**src/rtl/alu_arbiter.sv**
```systemverilog
// Round-robin arbiter/sequencer sharing one combinational alu between two clients.
// Define ALU_ARB_FIXED_PRIO_EN for fixed priority (client 0 wins ties).
module alu_arbiter (
    input  logic       iCLK,
    input  logic       iRST,
    input  logic       iREQ0,
    input  logic       iREQ1,
    input  logic [3:0] iA0,
    input  logic [3:0] iA1,
    input  logic [3:0] iB0,
    input  logic [3:0] iB1,
    input  logic [3:0] iINST0,
    input  logic [3:0] iINST1,
    output logic       oGNT0,
    output logic       oGNT1,
    output logic       oVLD0,
    output logic       oVLD1,
    output logic [7:0] oRES,
    output logic [3:0] oALU_A,
    output logic [3:0] oALU_B,
    output logic [3:0] oALU_INST,
    input  logic [7:0] iALU_RESULT,
    output logic       oBUSY,
    output logic [7:0] oCNT
);

    typedef enum logic [1:0] {
        IDLE  = 2'd0,
        ISSUE = 2'd1,
        DONE  = 2'd2
    } state_t;

    state_t state, state_nxt;
    logic   win1;

`ifndef ALU_ARB_FIXED_PRIO_EN
    logic last_gnt;

    always_ff @(posedge iCLK) begin
        if (iRST) begin
            last_gnt <= 1'b1;
        end else if (state == IDLE && state_nxt == ISSUE) begin
            last_gnt <= win1;
        end
    end
`endif

    always_ff @(posedge iCLK) begin
        if (iRST) begin
            state <= IDLE;
        end else begin
            state <= state_nxt;
        end
    end

    always_comb begin
        state_nxt = state;
        win1      = 1'b0;
        unique case (state)
            IDLE: begin
                if (iREQ0 || iREQ1) begin
                    state_nxt = ISSUE;
`ifdef ALU_ARB_FIXED_PRIO_EN
                    win1 = ~iREQ0;
`else
                    // on a tie, the client not granted last time wins
                    win1 = ~iREQ0 | (iREQ1 & ~last_gnt);
`endif
                end
            end
            ISSUE:   state_nxt = DONE;
            DONE:    state_nxt = IDLE;
            default: state_nxt = IDLE;
        endcase
    end

    always_ff @(posedge iCLK) begin
        if (iRST) begin
            oGNT0     <= 1'b0;
            oGNT1     <= 1'b0;
            oVLD0     <= 1'b0;
            oVLD1     <= 1'b0;
            oRES      <= 8'h00;
            oALU_A    <= 4'h0;
            oALU_B    <= 4'h0;
            oALU_INST <= 4'h0;
            oBUSY     <= 1'b0;
            oCNT      <= 8'h00;
        end else begin
            oGNT0 <= 1'b0;
            oGNT1 <= 1'b0;
            oVLD0 <= 1'b0;
            oVLD1 <= 1'b0;
            oBUSY <= (state_nxt != IDLE);
            case (state)
                IDLE: begin
                    if (state_nxt == ISSUE) begin
                        oALU_A    <= win1 ? iA1 : iA0;
                        oALU_B    <= win1 ? iB1 : iB0;
                        oALU_INST <= win1 ? iINST1 : iINST0;
                        oGNT0     <= ~win1;
                        oGNT1     <= win1;
                    end
                end
                ISSUE: begin
                    // grant flags still identify the winner here
                    oRES  <= iALU_RESULT;
                    oVLD0 <= oGNT0;
                    oVLD1 <= oGNT1;
                    oCNT  <= oCNT + 8'd1;
                end
                default: ;
            endcase
        end
    end

endmodule
```
**config.mk**
```make
export PLATFORM = sky130hd
export DESIGN_NAME = alu_arbiter
export DESIGN_NICKNAME = d
export VERILOG_FILES = /design/src/rtl/alu_arbiter.sv
export SDC_FILE = /design/constraint.sdc
export NUM_CORES = 1
export LEC_CHECK = 0
export ABC_AREA = 1
export CORE_MARGIN = 1.5
export CORE_UTILIZATION = 42
export CTS_BUF_LIST = sky130_fd_sc_hd__clkbuf_2
export DETAILED_ROUTE_END_ITERATION = 8
export PLACE_DENSITY = 0.81
export SYNTH_ARGS = -nofsm -noshare
export SYNTH_HDL_FRONTEND = slang
export SYNTH_SLANG_ARGS = --single-unit
```
**constraint.sdc**
```tcl
create_clock -name iCLK -period 1.4 [get_ports iCLK]
set_input_delay 0.14 -clock iCLK [delete_from_list [all_inputs] [get_ports iCLK]]
set_output_delay 0.14 -clock iCLK [all_outputs]
set_load 0.03 [all_outputs]
```
### Word-level counts from Yosys, hierarchy flattened

Index checks and enable logic that the tools add are counted.

| word-level totals | value |
|---|---|
| bits in registers | 36 |
| bits of input ports | 36 |
| output and inout port bits | 33 |
| logic and storage cells | 37 |

| cells by class | value |
|---|---|
| $add $sub $neg | 1 |
| equality and inequality tests | 2 |
| multiplexer cells | 7 |
| bitwise operators | 8 |
| reductions and logical operators | 7 |

Operators by type and width:

| cell | count |
|---|---|
| 4-bit two-way mux | 3 |
| 8-bit by 1-bit adder with 8-bit output (second input constant) | 1 |
| 1-bit inverter | 6 |
| 2-bit by 1-bit == test with 1-bit output (second input constant) | 2 |
| 2-bit case mux with 2 select lines | 1 |
| 3-bit OR reduction | 1 |
| 2-bit logical NOT | 1 |
| 1-bit two-way mux | 2 |
| 2-bit two-way mux | 1 |
| 2-bit AND reduction | 1 |
| 2-bit nonzero test | 1 |
| 2-bit OR reduction | 1 |
| 1-bit bitwise AND | 1 |
| 1-bit logical AND | 1 |
| 1-bit logical OR | 1 |
| 1-bit OR | 1 |

### Logic depth before layout (Yosys ltp)

Gate-level depths: netlist of the first run.

| logic depth | value |
|---|---|
| word-level depth | 6 |
| depth in mapped cells | 7 |
| mapped depth without buffers | 7 |

### Worst setup path after synthesis of the first run

No wires, ideal clock.

| timing | value |
|---|---|
| kind | register to register |
| from | register oCNT[0] |
| to | register oCNT[6] |
| setup time | 114 ps |
| data arrival time | 1185 ps |
| required time | 1286 ps |
| setup slack | 101 ps |
| stages on the path, launching flop included | 7 |
| period minus slack after synthesis | 1299 ps |
| cells stage by stage | dfxtp_1 > ha_1 > nand4_1 > nor2_1 > nand2_1 > nand2_1 > nor2_1 |

| between the ends | value |
|---|---|
| word-level cells in the longest chain between the ends | 1 |

Ends and longest elaborated chain:

| what | line | RTL |
|---|---|---|
| start: declaration | 24 | `output logic [7:0] oCNT` |
| start signal: assignment | 110 | `oCNT <= oCNT + 8'd1;` |
| 8-bit by 1-bit adder with 8-bit output | 110 |  |

Every way passes these cells.
A chain may end at the register's enable or synchronous reset.

### Worst setup path in the final report of the first run

| timing | value |
|---|---|
| from | register oALU_INST[3] |
| to | output oALU_INST[3] |

RTL lines:

| what | line | RTL |
|---|---|---|
| start: declaration | 21 | `output logic [3:0] oALU_INST,` |
| start signal: assignment | 100 | `oALU_INST <= win1 ? iINST1 : iINST0;` |

No word-level cell between the ends.

==> metrics, run 1 <==
die width=62.5 um; Final nets=305; Critical Path AT=1.18 ns; Worst Setup Path Type=reg -> out; end point of the critical path=oALU_INST[3]; initial antenna violation count=0; DRC=0; FILL cells=316; PnR worst setup slack=0.0784 ns; Synth top cells by count=36 x dfxtp_1, 32 x nor2_1, 28 x nand2_1; Via Count=1445; synth unique cells=19; largest family of logic cells by synthesized area=simple AND/OR/NAND/NOR gates; RR Startpoint=state[0]; Syn Nets=231; dpl cells=307; Reg2Reg Depth=5; yosys warns=0; Max Cap Viol=0; CP peak stage delay=0.40 ns; worst hold start=iALU_RESULT[3]; total grt overflow=0; crit start category=flop; Worst Path Max Fanout=2; Synth area leader=dfxtp_1; crit path cell chain=dlygate4sd2_1; Synth Flop Type=dfxtp_1; WP depth=1; fin area=2240 um^2; Core Area=3360 um^2; WL per Instance=10.7 um; post-DR vias/cell=4.59; number of I/O port buffers=68; Crit-path slowest cell=dlygate4sd2_1; crit path time final=1.32 ns; cts bufs inserted=5; final setup skew=0.0192 ns; post-layout instance count excluding filler cells=315; CTS tree=built; status=completed; Post-CTS Setup Bufs=0; CP bufs+invs=1; critical path's top delay family=buffers and inverters; Synth Area in Compound Gates=19.2%; Clk pin slew, worst setup/hold paths=0.19 ns; Starting DRT DRC Count=63; Area after DPL=2230 um^2; Reg area=722 um^2; Diodes inserted=0; sequential share of the synthesized area=48.5%; Synth area leaders=dfxtp_1 48%, nor2_1 8.1%, nand2_1 7.1%; Routed WL=3380 um; first-pass GRT wire length=6000 um; Min-Delay Path Class=in -> reg; share of the synthesized area in the top cell type=48.5%; hpwl dp=2590 um; H-tree depth=2; asr flop ratio synth=0%; Die ar.=3910 um^2; Rows=21; Post-synth EDFFs=0; Syn Inst Count=194; Worst R2R Setup Slack=0.16 ns; final worst path period share=94.4%; Synth Area in XOR/XNOR=0%; pre-CTS setup slack=-0.0680 ns; Static Leak=1.03 nW; clk_lat worst skew=0.40 ns; largest net degree at the start of global routing=17; Hold Vio Cnt, Final=0; mux contribution to synthesized area=0%; die height=62.5 um; root buffer cell=clkbuf_2; Total GRT Usage=19.6%; vias in the first global route=1415; worst rel slew slack=75.4%; Area Overhead vs Synth=50.7%; GPL Wtd Cong=0.799; Final setup viols=0; area of the multi-input gates=614 um^2; Initial Util=44.2%; synthesized flop and latch total=36; Simple-Gate Fraction of Synth Area=21.1%; setup TNS=0 ns; top-count cell post-synth=dfxtp_1; Crit Reg-Reg Endpoint=oALU_INST[0]; hold_buf cts=0; # IOs=69; Bufs on Longest Clock Path=2; adder-cell share of the synthesized area=0.842%; Antenna Nets Post-Route=0; crit end category=output pin; FMAX=757 MHz; Mapped Area=1490 um^2; VDD IR max=0.515 mV; CP Launch Point=oALU_INST[3]; Worst Tran Pin Value=0.368 ns; power per standard cell area=1020 nW/um^2; clk sink count=36; layout cells sized above 1=13.4%; iteration count of the initial detailed-routing pass=4; required time of the critical path=1.26 ns; average size of a mapped cell=7.66 um^2; Pins Over Slew Limit=0; hold depth=3
## report_power, final
group	total (mW)	internal (mW)	switching [mW]
registers	1.16	1.11	0.0504
logic	0.636	0.267	0.369
clock network	0.476	0.116	0.360
total	2.28	1.50	0.780
## routing by layer
layer  GRT usage, %  wire (um)  part of all wire [%]  vias up
li1               -          -                     -      758
met1           20.7       1400                    41      628
met2           33.5       1620                    48       53
met3           9.91        320                   9.5        6
met4           7.50         46                   1.4        0
met5              0          0                     0        -
## cell usage in the layout, fill, tap and decap left out
master and count:
clkdlybuf4s15_2 1, a21oi_2 8, nor2_2 3, clkinvlp_4 2, nor3_1 2, clkinv_1 1, o21ai_0 19, nor2_1 31
clkdlybuf4s15_1 13, clkdlybuf4s50_1 35, nand3_2 1, nor2_4 3, buf_12 1, a21oi_1 8, dlygate4sd2_1 15, o21ai_1 16
dfxtp_2 1, inv_1 25, nand3_1 2, inv_2 2, nand2_1 28, nand4_1 2, ha_1 1, clkbuf_2 9
dfxtp_1 35, buf_4 5
## state kept, by name, indices dropped and copies added (netlist names), 2 cells and up
name	flops
oCNT	8
oRES	8
oALU_A	4
oALU_B	4
oALU_INST	4
state	2
## cells by family (layout without fill, tap and decap cells)
family                     after synthesis  count (layout)
buffers and inverters                   34             109
DFF                                     36              36
adders and majority gates                1               1
and+or+nand+nor                         72              72
AOI/OAI and AO/OA                       51              51
## what timing repair did
action / CTS / global route
hold endpoints to repair: 0 / 0
setup endpoints to repair: 33 / 19
resized for setup: 35 / 23
## layout make-up
| class | count | share of cell area, % |
|---|---|---|
| flip-flops and latches | 36 | 32.2 |
| inverters | 27 | 4.53 |
| well taps | 46 | 2.57 |
| clock buffers | 5 | 1.12 |
| multi-input cells | 124 | 27.4 |
| repair buffers | 74 | 31.3 |
| clock inverters | 3 | 0.838 |
## worst min path at each step
stage / slack [ns] / endpoint
2_1_floorplan: 0.21 / state[1]
3_3_place_gp: 0.42 / oVLD1
3_5_place_dp: 0.42 / oVLD0
4_1_cts: 0.27 / oRES[3]
5_1_grt: 0.25 / oRES[6]
6_report: 0.29 / oRES[3]
## per-stage QoR
stage	hold WS, ns	total power [mW]	util, %
after floorplan	0.209	1.56	-
after global placement	0.416	1.86	66.3
after detailed placement	0.422	1.87	66.3
after CTS	0.275	2.29	66.4
after global routing	0.249	2.43	66.6
final	0.294	2.28	66.6
(Power assumes the default switching activity.)
==> run 2, diff against run 1 <==
--- a/config.mk
+++ b/config.mk
@@ -6,6 +6,7 @@
 export NUM_CORES = 1
 export LEC_CHECK = 0
 export ABC_AREA = 1
+export CORE_ASPECT_RATIO = 2
 export CORE_MARGIN = 1.5
 export CORE_UTILIZATION = 42
 export CTS_BUF_LIST = sky130_fd_sc_hd__clkbuf_2
==> run 2 against run 1 <==
Against the previous run:
- cell area down 0.78%
- combinational power shrank 2%
- largest cell class unchanged
- via count is 1.7% higher
- first-iteration DRC count shrank 68%
- critical path depth is the same
- clock power grew 35%
- non-clock buffer count shrank 1
- routed wire length increased by 2.3%
- highest routed layer unchanged
- power up 6.7%
- die area grew 0.55%
- utilization down 0.81 points
- maximum frequency grew 0.20%
==> metrics, run 2 (synthesis gave the netlist of run 1 again) <==
crit path time final=1.32 ns; Bufs on Longest Clock Path=2; Max Cap Viol=0; Final nets=304; hpwl dp=2750 um; Area Overhead vs Synth=49.5%; Core Area=3380 um^2; Worst Tran Pin Value=0.403 ns; WL per Instance=11.5 um; Routed WL=3460 um; post-layout instance count excluding filler cells=300; clk_lat worst skew=0.37 ns; RSZ-0062 raised after global routing=false; cts bufs inserted=5; total grt overflow=0; largest net degree at the start of global routing=25; Min-Delay Path Class=in -> reg; Clk pin slew, worst setup/hold paths=0.19 ns; DRC=0; Crit-path slowest cell=dlygate4sd2_1; Static Leak=1.09 nW; iteration count of the initial detailed-routing pass=4; power per standard cell area=1090 nW/um^2; Via Count=1469; most frequent cells in the layout=36 x dfxtp_1, 35 x clkdlybuf4s50_1, 32 x nor2_1, 30 x dlygate4sd2_1, 28 x nand2_1; required time of the critical path=1.26 ns; Pins Over Slew Limit=0; crit start category=flop; Antenna Nets Post-Route=0; initial antenna violation count=0; CP peak stage delay=0.41 ns; Rows=30; pre-CTS setup slack=-0.0261 ns; Diodes inserted=0; CP bufs+invs=1; critical path's top delay family=buffers and inverters; FMAX=758 MHz; final worst path period share=94.2%; Die ar.=3930 um^2; # IOs=69; Worst Setup Path Type=reg -> out; largest registers=oCNT: 8 flops, oRES: 8 flops; Starting DRT DRC Count=20; final setup skew=0.0204 ns; GPL Wtd Cong=0.779; root buffer cell=clkbuf_2; crit end category=output pin; Total GRT Usage=19.5%; first-pass GRT wire length=5660 um; number of I/O port buffers=68; FILL cells=318; dpl cells=292; VDD IR max=0.704 mV; CTS tree=built; Final setup viols=0; crit path cell chain=dlygate4sd2_1; leading cell type in the layout, fill and taps excluded=dfxtp_1; Critical Path AT=1.18 ns; die width=45.1 um; Worst Path Max Fanout=3; vias in the first global route=1345; clk sink count=36; worst rel slew slack=73.0%; post-DR vias/cell=4.90; Initial Util=44.0%; die height=87.1 um; layout cells sized above 1=11.6%; status=completed; PnR worst setup slack=0.0810 ns; H-tree depth=2; Hold Vio Cnt, Final=0; utilization after layout=65.8%; hold_buf cts=0
-- run 2: cell count changes in the layout (fill, tap and decap cells not counted), sizes merged --
| cell | previous run | this run |
|---|---|---|
| clkbuf | 9 | 8 |
| bufinv | 0 | 1 |
| buf | 6 | 5 |
| dlygate4sd2 | 15 | 30 |
| clkinvlp | 2 | 0 |
| clkdlybuf4s15 | 14 | 1 |
-- run 2: report_power, final --
part / switching, mW / internal [mW]
combinational: 0.370 / 0.255
sequential: 0.0486 / 1.11
clock: 0.333 / 0.308
total: 0.753 / 1.68
-- run 2: final timing paths --
path / startpoint / to / slack, ns / depth (start not counted)
setup / recovery: oCNT[4] / oCNT[4] / 0.08 / 1
hold / removal: iALU_RESULT[3] / oRES[3] / 0.32 / 3
setup reg to reg: state[1] / oALU_INST[3] / 0.16 / 5
hold reg to reg: oGNT1 / oVLD1 / 0.45 / 2
-- run 2: area by class of cell --
cell class                      count  area [um^2]  share of cell area [%]
Clock buffer                        6         30.0                    1.35
Clock inverter                      2         35.0                    1.58
Inverter                           27          101                    4.56
Multi-Input combinational cell    124          612                    27.5
Sequential cell                    36          721                    32.4
Tap cell                           32         40.0                    1.80
Timing Repair Buffer               73          683                    30.7
-- run 2: metal layers --
metal  wire length, um  vias to the layer above  global-route usage (%)
li1                  -                      765                       -
met3               113                        8                    3.11
met1              1270                      654                    18.9
met4                69                        0                    10.7
met5                 0                        -                       0
met2              2010                       42                    36.4
-- run 2: metrics by stage --
step	hold slack [ns]	setup TNS (ns)	total power [mW]	area, um^2
floorplan	0.209	0	1.56	1490
global placement	0.419	-0.000746	1.86	2200
detailed placement	0.429	-0.0368	1.87	2200
CTS	0.296	0	2.46	2230
global route	0.300	0	2.56	2220
finish	0.321	0	2.43	2220
-- run 2: timing repair --
item,CTS,global route
hold endpoints to repair,0,0
setup buffers,0,0
gates resized for setup,33,5
endpoints found under the setup margin,33,3
==> run 3, diff against run 2 <==
--- a/config.mk
+++ b/config.mk
@@ -11,7 +11,9 @@
 export CORE_UTILIZATION = 42
 export CTS_BUF_LIST = sky130_fd_sc_hd__clkbuf_2
 export DETAILED_ROUTE_END_ITERATION = 8
+export GPL_ROUTABILITY_DRIVEN = 0
 export PLACE_DENSITY = 0.81
+export REMOVE_ABC_BUFFERS = 1
 export SYNTH_ARGS = -nofsm -noshare
 export SYNTH_HDL_FRONTEND = slang
 export SYNTH_SLANG_ARGS = --single-unit
==> run 3 against run 2 <==
Against the previous run:
- die area unchanged
- hold slack got worse by 0.011 ns
- flip-flop and latch count unchanged
- largest power group unchanged
- critical path type unchanged
- combinational power increased by 2%
- critical path depth unchanged
- cell area decreased by 0.90%
- maximum frequency decreased by 0.87%
==> metrics, run 3 (synthesis gave the netlist of run 1 again) <==
status=completed; worst hold slack=0.310 ns; post-layout instance count excluding filler cells=300; Post-CTS Setup Bufs=0; total grt overflow=0; Total Power=2.25 mW; Reg area=721 um^2; Final nets=305; leading cell type in the layout, fill and taps excluded=dfxtp_1; Rows=30; Worst Setup Path Type=reg -> out; Worst Tran Pin Value=0.396 ns; Bufs on Longest Clock Path=2; crit end category=output pin; area of the multi-input gates=612 um^2; initial antenna violation count=0; WL per Instance=11.6 um; worst rel slew slack=73.5%; Routed WL=3480 um; Die ar.=3930 um^2; Core Area=3380 um^2; # IOs=69; hold depth=3; cts bufs inserted=5; utilization after layout=65.2%; Static Leak=1.08 nW; met1 Use GR=18.4%; DRC=0; Diodes inserted=0; most frequent cells in the layout=36 x dfxtp_1, 35 x clkdlybuf4s50_1, 32 x nor2_1, 28 x nand2_1, 28 x dlygate4sd2_1; Crit Reg-Reg Endpoint=oALU_INST[3]; CTS tree=built; Area after DPL=2210 um^2; Crit-path slowest cell=dlygate4sd2_1; Final setup viols=0; Clk pin slew, worst setup/hold paths=0.18 ns; dpl cells=293; iteration count of the initial detailed-routing pass=4; CP bufs+invs=1; final setup skew=0.0139 ns; hpwl dp=2690 um; crit start category=flop; Area Overhead vs Synth=48.1%; clk_lat worst skew=0.39 ns; fin area=2200 um^2; die width=45.1 um; Via Count=1445; Hold Vio Cnt, Final=0; largest net degree at the start of global routing=21; RR Startpoint=state[0]; Max Cap Viol=0; root buffer cell=clkbuf_2; Initial Util=44.0%; H-tree depth=2; clk sink count=36; FMAX=752 MHz; CP peak stage delay=0.41 ns; power per standard cell area=1020 nW/um^2; Starting DRT DRC Count=25; Worst R2R Setup Slack=0.17 ns; Pins Over Slew Limit=0; GRT busiest layer=met2; worst hold start=iALU_RESULT[7]; RSZ-0062 raised after global routing=false; final worst path period share=95.0%; required time of the critical path=1.26 ns; Total GRT Usage=19.8%; crit path cell chain=dlygate4sd2_1; Hold Path End=oRES[7]; die height=87.1 um; crit path time final=1.33 ns; VDD IR max=0.611 mV; number of I/O port buffers=68; largest registers=oCNT: 8 flops, oRES: 8 flops; FILL cells=322; post-DR vias/cell=4.82; first-pass GRT wire length=5640 um; grt met2 use=36.0%; Critical Path AT=1.19 ns; met3 Use GR=4.98%; Antenna Nets Post-Route=0; Worst Path Max Fanout=3; Reg2Reg Depth=5; layout cells sized above 1=11.6%; critical path's top delay family=buffers and inverters; Min-Delay Path Class=in -> reg; vias in the first global route=1343
run 3: cell count changes in the layout (fill, tap and decap cells not counted):
cell             previous run  this run
clkdlybuf4s15_1             1         3
dlygate4sd2_1              30        28
buf_4                       4         5
bufinv_16                   1         0
run 3: layout make-up:
type,count,area share (%)
clock buffers,6,1.36
clock inverters,1,0.227
inverters,27,4.60
multi-input cells,124,27.8
flip-flops and latches,36,32.7
well taps,32,1.82
repair buffers,74,31.5
run 3: worst max path at each step:
| stage | from | endpoint | cells after the start |
|---|---|---|---|
| CTS | oCNT[5] | oCNT[5] | 1 |
| floorplan | state[0] | last_gnt | 6 |
| global placement | iREQ1 | oALU_B[3] | 6 |
| global route | oALU_INST[1] | oALU_INST[1] | 1 |
| detailed placement | iREQ1 | oALU_INST[3] | 4 |
| finish | oCNT[6] | oCNT[6] | 1 |
run 3: routing by layer:
metal / share of wire, % / routed length [um] / up-vias
met2: 54 / 1880 / 43
li1: - / - / 766
met1: 38 / 1330 / 627
met4: 3.8 / 131 / 0
met3: 4.1 / 142 / 9
met5: 0 / 0 / -
run 3: metrics by stage:
stage | worst slack (ns) | setup TNS (ns)
floorplan | 0.0912 | 0
global placement | 0.0357 | 0
detailed placement | -0.0503 | -0.106
CTS | 0.0167 | 0
global route | 0.00194 | 0
finish | 0.0695 | 0
run 3: power breakdown:
group / switching, mW / internal, mW
combinational: 0.375 / 0.261
sequential: 0.0454 / 1.11
clock: 0.337 / 0.119
total: 0.758 / 1.49
run 3: tightest hold or removal path, delay by kind of cell:
family,cells,cell delay [ns]
buffers and inverters,1,0.39
and+or+nand+nor,2,0.15
run 3: timing repair:
item                       CTS  global route
pin swaps                    0             0
setup endpoints to repair   33             5
hold endpoints to repair     0             0
resized for setup           33             7
hold buffers                 0             0
